[src/rtl/dmem_access_ctrl.sv]
// MEM-stage data-memory access sequencer: launches one req/gnt/rvalid access per
// load/store, stalls the pipeline until it completes, and captures load data or errors.
module dmem_access_ctrl #(
  parameter int XLEN    = 32,
  parameter int TIMEOUT = 255
) (
  input  logic              i_clk,
  input  logic              i_rstn,
  input  logic              i_valid_m,
  input  logic              i_mem_write,
  input  logic              i_mem_read,
  input  logic [XLEN/8-1:0] i_byte_sel,
  input  logic [XLEN-1:0]   i_addr,
  input  logic [XLEN-1:0]   i_wdata,
  output logic              o_stall,
  output logic [XLEN-1:0]   o_rdata,
  output logic              o_rdata_valid,
  output logic              o_err,
  output logic              o_req,
  output logic              o_we,
  output logic [XLEN-1:0]   o_addr,
  output logic [XLEN-1:0]   o_wdata,
  output logic [XLEN/8-1:0] o_be,
  input  logic              i_gnt,
  input  logic              i_rvalid,
  input  logic [XLEN-1:0]   i_rdata,
  input  logic              i_rerr
);

  typedef enum logic [1:0] {
    IDLE,
    REQ,
    WAIT,
    DONE
  } state_e;

  // Counter value seen in the last cycle allowed before the access is aborted
  localparam logic [7:0] TimeoutLast = 8'(TIMEOUT - 1);

  state_e            state_q, state_d;
  logic [XLEN-1:0]   addr_q, addr_d;
  logic [XLEN-1:0]   wdata_q, wdata_d;
  logic [XLEN/8-1:0] be_q, be_d;
  logic              we_q, we_d;
  logic [XLEN-1:0]   rdata_q, rdata_d;
  logic              rdata_valid_q, rdata_valid_d;
  logic              err_q, err_d;
  logic [7:0]        cnt_q, cnt_d;

  logic new_access;
  logic finish;
  logic finish_err;

  assign new_access = i_valid_m & (i_mem_read | i_mem_write) & (|i_byte_sel);

  always_comb begin
    state_d       = state_q;
    addr_d        = addr_q;
    wdata_d       = wdata_q;
    be_d          = be_q;
    we_d          = we_q;
    rdata_d       = rdata_q;
    rdata_valid_d = 1'b0;
    err_d         = 1'b0;
    cnt_d         = cnt_q;
    finish        = 1'b0;
    finish_err    = 1'b0;

    case (state_q)
      IDLE: begin
        if (new_access) begin
          addr_d  = i_addr;
          wdata_d = i_wdata;
          be_d    = i_byte_sel;
          we_d    = i_mem_write;
          cnt_d   = '0;
          state_d = REQ;
        end
      end

      REQ, WAIT: begin
        // A response only counts once the request has been granted
        if (i_rvalid & ((state_q == WAIT) | i_gnt)) begin
          finish     = 1'b1;
          finish_err = i_rerr;
        end else if (cnt_q == TimeoutLast) begin
          finish     = 1'b1;
          finish_err = 1'b1;
        end else begin
          cnt_d = cnt_q + 8'd1;
          if ((state_q == REQ) && i_gnt) begin
            state_d = WAIT;
          end
        end

        if (finish) begin
          state_d = DONE;
          err_d   = finish_err;
          // Loads always hand writeback a defined value, zero when the access failed
          if (!we_q) begin
            rdata_valid_d = 1'b1;
            rdata_d       = finish_err ? '0 : i_rdata;
          end
        end
      end

      DONE: begin
        state_d = IDLE;
      end

      default: begin
        state_d = IDLE;
      end
    endcase
  end

  always_ff @(posedge i_clk or negedge i_rstn) begin
    if (!i_rstn) begin
      state_q       <= IDLE;
      addr_q        <= '0;
      wdata_q       <= '0;
      be_q          <= '0;
      we_q          <= 1'b0;
      rdata_q       <= '0;
      rdata_valid_q <= 1'b0;
      err_q         <= 1'b0;
      cnt_q         <= '0;
    end else begin
      state_q       <= state_d;
      addr_q        <= addr_d;
      wdata_q       <= wdata_d;
      be_q          <= be_d;
      we_q          <= we_d;
      rdata_q       <= rdata_d;
      rdata_valid_q <= rdata_valid_d;
      err_q         <= err_d;
      cnt_q         <= cnt_d;
    end
  end

  assign o_req         = (state_q == REQ);
  assign o_stall       = ((state_q == IDLE) & new_access) | (state_q == REQ) | (state_q == WAIT);
  assign o_we          = we_q;
  assign o_addr        = addr_q;
  assign o_wdata       = wdata_q;
  assign o_be          = be_q;
  assign o_rdata       = rdata_q;
  assign o_rdata_valid = rdata_valid_q;
  assign o_err         = err_q;

endmodule

[config.mk]
export PLATFORM = sky130hd
export DESIGN_NAME = dmem_access_ctrl
export DESIGN_NICKNAME = d
export VERILOG_FILES = /design/src/rtl/dmem_access_ctrl.sv
export SDC_FILE = /design/constraint.sdc
export NUM_CORES = 1
export LEC_CHECK = 0
export ABC_AREA = 1
export BUFFER_PORTS_ARGS = -buffer_cell sky130_fd_sc_hd__buf_2
export CAP_MARGIN = 5
export CORE_MARGIN = 1.5
export CORE_UTILIZATION = 47
export DETAILED_ROUTE_END_ITERATION = 6
export PLACE_DENSITY = 0.86
export SLEW_MARGIN = 5
export SYNTH_ARGS = -nofsm -noshare
export SYNTH_HDL_FRONTEND = slang
export SYNTH_SLANG_ARGS = --single-unit
[constraint.sdc]
create_clock -name i_clk -period 3.3 [get_ports i_clk]
set_clock_uncertainty 0.1 [all_clocks]
set_input_delay 0.165 -clock i_clk [delete_from_list [all_inputs] [get_ports i_clk]]
set_output_delay 0.165 -clock i_clk [all_outputs]
set_load 0.02 [all_outputs]
==> flow_metrics.py, run 1 <==
metrics = {
    "synthesis": {
        "syn_inst": 618,
        "yosys.area_share.simple_pct": 21.96,
        "synthAdderAreaFrac_pct": 1.496,
        "avgSynthCellArea_sq_um": 8.121,
        "synth_seq_cells": 113,
        "synth_compound_area_share_pct": 8.327,
        "syn-cell-area_sq_mm": 0.005019,
        "synth_xor_area_share_pct": 0.1745,
        "synthMuxAreaShare_pct": 0,
        "synth_cell_type_count": 21,
        "synth_top_family_by_area": "simple AND/OR/NAND/NOR gates",
        "syn_nets": 732,
        "seq_area_frac_synth_pct": 56.35,
        "yosys_warnings": 0,
    },
    "worst_setup_path": {
        "worst-endpoint-arrival_ns": 2.36,
        "cp_slowest_cell": "nand3_4",
        "required_ns": 3.03,
        "cp_cell_sequence": "inv_1, ha_1, nand3_4, nand2_1, buf_2",
        "regToRegStartpoint": "state_q[0]",
        "critPathLaunch": "state_q[1]",
        "path_buf_inv": 2,
        "path_class": "reg -> out",
        "cp_max_fo": 76,
        "slowest_delay_ns": 0.56,
        "cp-end-kind": "output port",
        "cp_top_family": "simple AND/OR/NAND/NOR gates",
        "startpoint_type": "register",
    },
    "power": {
        "p_comb_share_pct": 40.8,
        "pwr-share-seq_pct": 34.4,
        "peakVddDrop_mv": 0.4733,
        "p_per_area_mw_per_mm2": 877.7,
        "switching_share_pct": 42.81,
        "p_int_uw": 3894,
        "p_leak_uw": 0.004496,
        "p_clk_share_pct": 24.8,
        "netSwitchingPower_uw": 2915,
    },
    "floorplan": {
        "core_area_sq_mm": 0.01032,
        "std_cell_rows": 37,
        "initial_utilization_pct": 48.61,
        "die_y_um": 106.3,
        "dieArea_sq_mm": 0.01131,
        "fp.dieW_um": 106.3,
        "pin_count": 213,
    },
    "route": {
        "antenna_left": 0,
        "routed_wl_um": 15680,
        "dr.pass1.iters": 7,
        "drc_errors": 0,
        "wl_per_cell_um": 14.50,
        "drtIter0Drc": 416,
        "vias_per_cell": 4.907,
        "vias": 5305,
    },
    "clock_network": {
        "cts_tree": "done",
        "cts_buffer_depth": 2,
        "htreeDepth": 4,
        "cts.sinks": 113,
        "cts_resized": 0,
        "clkSlewWorstSetupHoldPaths_ns": 0.06,
        "cts_root_buffer": "clkbuf_8",
        "cts_made_buffers": 17,
        "clk_latency_ns": 0.49,
    },
    "grt": {
        "grt_pass1_wl_um": 24990,
        "grt-ovfl-total": 0,
        "antenna_found_initial": 0,
        "grt_use_total_pct": 28.16,
        "grt_max_degree": 77,
        "grt_pass1_vias": 5434,
    },
    "timing": {
        "setup_viol": 0,
        "final_hold_viol_count": 0,
        "worst_slew_pin_slew_ns": 0.9268,
        "rsz0062_at_grt": "no",
        "slew_viol_final": 0,
        "fmax_mhz": 381.2,
        "tns_ns": 0,
        "slew_headroom_pct": 38.21,
        "fin_crit_ns": 2.623,
        "fin_crit_sh_pct": 79.48,
    },
    "cells_and_area": {
        "nNetsFinal": 1046,
        "num-fill-cells": 638,
        "mostFrequentLayoutCells": "buf_2, nand2_1, inv_1",
        "fin_cells": 1081,
        "drive_above_1_share_pct": 27.20,
        "layout_commonest_cell": "buf_2",
        "diodes": 0,
        "area_growth_pct": 54.60,
    },
    "place": {
        "place_congestion": 0.8344,
        "hpwl_um": 8527,
        "dp.cells": 944,
        "port_buffers": 212,
    },
    "job": {
        "drv_cap": 0,
    },
    "min_path": {
        "min_from": "i_rvalid",
        "worstHoldPathType": "in -> reg",
    },
    "status": {
        "status": "completed",
    },
}
[metrics by stage]
stage | instance area (sq um) | setup WS [ns] | util [%] | power (uW) | hold slack, ns
finish | 7759 | 0.6770 | 75.15 | 6809 | 0.1359
global route | 7759 | 0.4519 | 75.15 | 7202 | 0.1620
CTS | 7759 | 0.6923 | 75.15 | 6692 | 0.09658
detailed placement | 6157 | 1.121 | 59.64 | 4894 | 0.2605
global placement | 6157 | 1.168 | 59.64 | 4810 | 0.2582
floorplan | 5019 | 1.619 | - | 3969 | -0.2306
[power by group through the flow]
| stage | registers, uW | logic [uW] | clock network, uW |
|---|---|---|---|
| floorplan | 3000 | 966 | 0 |
| global placement | 2300 | 2510 | 0 |
| detailed placement | 2310 | 2590 | 0 |
| CTS | 2300 | 2700 | 1700 |
| global route | 2400 | 3030 | 1770 |
| finish | 2350 | 2780 | 1690 |
[state kept, by name (all words and copies together), names as in the netlist]
register	flops
o_err	1
o_we	1
o_wdata	32
cnt_q	8
o_rdata	32
o_addr	32
o_rdata_valid	1
o_be	4
state_q	2
[worst min-delay path, cell delays in order]
cell and delay (ns):
buf_2 0.12, o21ai_4 0.08, nand2_2 0.09, nand2_4 0.09, nand3_1 0.10, nand2_1 0.05
[synth_stat cells]
library cell    n  area [sq um]
nand3_1        12         60.06
dfrtp_1       113          2828
o21ai_0        71         355.3
o21ai_4         1         16.27
buf_2           4         20.02
xor2_1          1         8.760
inv_1         115         431.7
buf_4           3         22.52
buf_6           6         67.56
clkbuf_1       12         45.04
or2_2           1         6.260
nand2_4         1         11.26
nand2_2         4         25.02
nor2_1         49         183.9
a21oi_1         6         30.03
a21oi_2         1         8.760
o211ai_1        1         7.510
ha_1            6         75.07
nand2_1       209         784.5
nor2_4          1         11.26
nor2_8          1         20.02
[routing by layer]
layer  track usage (%)  wire length (um)
met5                 0                 0
met4             15.73               802
met3             5.273               793
met2             52.95              8461
met1             29.10              5619
[what timing repair did]
action	in CTS	in global routing
hold buffers	105	0
hold endpoints to repair	176	0
buffers inserted	0	0
[cells by family (layout without fill, tap and decap cells)]
family                   Yosys count  count (layout)
XOR/XNOR                           1               1
buffers and inverters            140             467
AO/OA/AOI/OAI                     80              80
adder cells (fa/ha/maj)            6               6
flip-flops                       113             113
AND/OR/NAND/NOR                  278             278
[worst paths after layout]
kind	to	slack (ns)	depth (start not counted)
max	o_stall	0.68	5
min	cnt_q[4]	0.14	6
max reg2reg	o_err	0.88	6
min reg2reg	o_rdata[13]	0.37	2
max in group asynchronous	state_q[1]	2.11	3
min in group asynchronous	o_addr[14]	0.24	2
[area by class of cell]
cell class | instances | area, sq um | share of cell area [%]
Clock buffer | 18 | 417.9 | 5.386
Clock inverter | 14 | 132.6 | 1.709
Inverter | 115 | 431.7 | 5.564
Multi-Input combinational cell | 365 | 1617 | 20.84
Sequential cell | 113 | 2828 | 36.45
Tap cell | 136 | 170.2 | 2.193
Timing Repair Buffer | 320 | 2162 | 27.87
(Power assumes the default switching activity.)
==> run 2, diff against run 1 <==
Settings changed: CORE_UTILIZATION 47 to 43, PLACE_DENSITY 0.86 to 0.83.
Clock period 3.3 ns to 2.2 ns, I/O delays scaled along.
==> run 2 against run 1 <==
  * Global-route usage down 3.6 points
  * Critical path type unchanged
  * Clock power up 73%
  * Design area is 2.3% higher
  * Clock-buffer cell count grew 5
  * Via count decreased by 5.4%
  * Combinational power up 50%
  * Die area grew 9.0%
  * Utilization shrank 5.6 points
  * Highest routed layer unchanged
  * First-iteration DRC count shrank 15%
  * Worst setup slack worse by 0.51 ns
==> flow_metrics.py, run 2 (synthesized netlist as in run 1, its figures left out) <==
metrics = {
    "status": {
        "status": "completed",
    },
    "grt": {
        "grt_pass1_wl_um": 24150,
        "grt_max_degree": 103,
        "grt_pass1_vias": 5118,
        "grt-ovfl-total": 0,
        "antenna_found_initial": 0,
        "grt_use_total_pct": 24.57,
    },
    "floorplan": {
        "initial_utilization_pct": 43.95,
        "core_area_sq_mm": 0.01142,
        "die_y_um": 111.0,
        "pin_count": 213,
        "std_cell_rows": 39,
        "fp.dieW_um": 111.0,
        "dieArea_sq_mm": 0.01233,
    },
    "worst_setup_path": {
        "cp-end-kind": "output port",
        "startpoint_type": "register",
        "required_ns": 1.99,
        "path_class": "reg -> out",
        "worst-endpoint-arrival_ns": 1.82,
        "cp_max_fo": 21,
    },
    "min_path": {
        "worstHoldPathType": "in -> reg",
    },
    "timing": {
        "final_hold_viol_count": 0,
        "slew_headroom_pct": 64.24,
        "fin_crit_sh_pct": 92.50,
        "fmax_mhz": 491.4,
        "tns_ns": 0,
        "rsz0062_at_grt": "no",
        "fin_crit_ns": 2.035,
        "slew_viol_final": 0,
        "worst_slack_ns": 0.1650,
        "setup_viol": 0,
        "worst_slew_pin_slew_ns": 0.5364,
    },
    "clock_network": {
        "post_cts_buffers": 0,
        "cts_root_buffer": "clkbuf_16",
        "clkSlewWorstSetupHoldPaths_ns": 0.05,
        "cts_resized": 0,
        "cts.sinks": 113,
        "htreeDepth": 4,
        "cts_made_buffers": 17,
        "hold_buffers": 107,
        "clk_latency_ns": 0.39,
        "cts_buffer_depth": 2,
        "cts_tree": "done",
    },
    "cells_and_area": {
        "mostFrequentLayoutCells": "buf_2, nand2_1, inv_1",
        "nNetsFinal": 1053,
        "layout_commonest_cell": "buf_2",
        "area_growth_pct": 58.22,
        "diodes": 0,
        "drive_above_1_share_pct": 27.42,
        "finalInstanceArea_sq_mm": 0.007940,
    },
    "job": {
        "drv_cap": 0,
    },
    "route": {
        "routed_wl_um": 14780,
        "drc_errors": 0,
        "vias_per_cell": 4.583,
        "drtIter0Drc": 353,
        "antenna_left": 0,
        "wl_per_cell_um": 13.50,
        "dr.pass1.iters": 4,
        "vias": 5018,
    },
    "power": {
        "p_per_area_mw_per_mm2": 1334,
        "p_total_uw": 10590,
        "p_leak_uw": 0.004591,
        "peakVddDrop_mv": 0.9458,
    },
    "place": {
        "place_area_sq_mm": 0.006228,
        "preCtsSetupSlack_ns": 0.3506,
        "port_buffers": 212,
        "place_congestion": 0.7802,
        "hpwl_um": 8239,
    },
}
[run 2: cell count changes in the layout (fill, tap and decap cells not counted)]
cell	before	now
clkinvlp_4	5	0
buf_4	2	5
bufinv_16	1	4
clkbuf_8	1	4
inv_6	3	0
buf_12	2	4
dlygate4sd3_1	105	107
clkbuf_1	1	2
clkbuf_16	16	17
clkinv_2	2	3
inv_8	1	0
[run 2: final timing paths]
path                                    end  depth (start not counted)  slack [ns]  startpoint
worst max register to register        o_err                          6        0.22  state_q[0]
worst min-delay path             state_q[0]                          6        0.14       i_gnt
worst min register to register   o_rdata[8]                          2        0.36  o_rdata[8]
max in group asynchronous        o_rdata[3]                          3        0.96      i_rstn
min in group asynchronous       o_rdata[18]                          3        0.25      i_rstn
worst max-delay path                o_stall                          5        0.17  state_q[0]
[run 2: final cells by class]
type | instances | area, sq um
Timing Repair Buffer | 327 | 2245
Sequential cell | 113 | 2828
Fill cell | 845 | 3478
Multi-Input combinational cell | 365 | 1617
Tap cell | 143 | 178.9
Clock inverter | 9 | 152.6
Clock buffer | 23 | 488.0
Inverter | 115 | 431.7
[run 2: worst max-delay path, cell delays in order, from the launching register on]
cell	delay, ns
dfrtp_1	0.43
inv_1	0.12
ha_1	0.28
nand3_4	0.27
nand2_1	0.16
buf_2	0.17
[run 2: routing by layer]
| layer | track usage, % | part of all wire, % | routed length [um] | vias to the layer above |
|---|---|---|---|---|
| met5 | 0 | 0 | 0 | - |
| met2 | 44.20 | 52 | 7750 | 206 |
| met1 | 27.25 | 39 | 5711 | 2291 |
| li1 | - | - | - | 2471 |
| met4 | 13.33 | 4.2 | 624 | 0 |
| met3 | 4.921 | 4.7 | 696 | 50 |
[run 2: power by group]
group / internal [uW] / total (uW) / switching (uW)
Sequential: 2970 / 3490 / 513
Clock: 2010 / 2920 / 911
Combinational: 1430 / 4180 / 2750
Total: 6420 / 10600 / 4180
[run 2: metrics by stage]
step | cells | hold WS (ns) | util (%)
4_1_cts | 1095 | 0.1292 | 69.54
2_1_floorplan | 618 | -0.2856 | -
3_5_place_dp | 956 | -0.1384 | 54.55
6_report | 1095 | 0.1449 | 69.54
5_1_grt | 1095 | 0.1925 | 69.54
3_3_place_gp | 956 | -0.1366 | 54.55
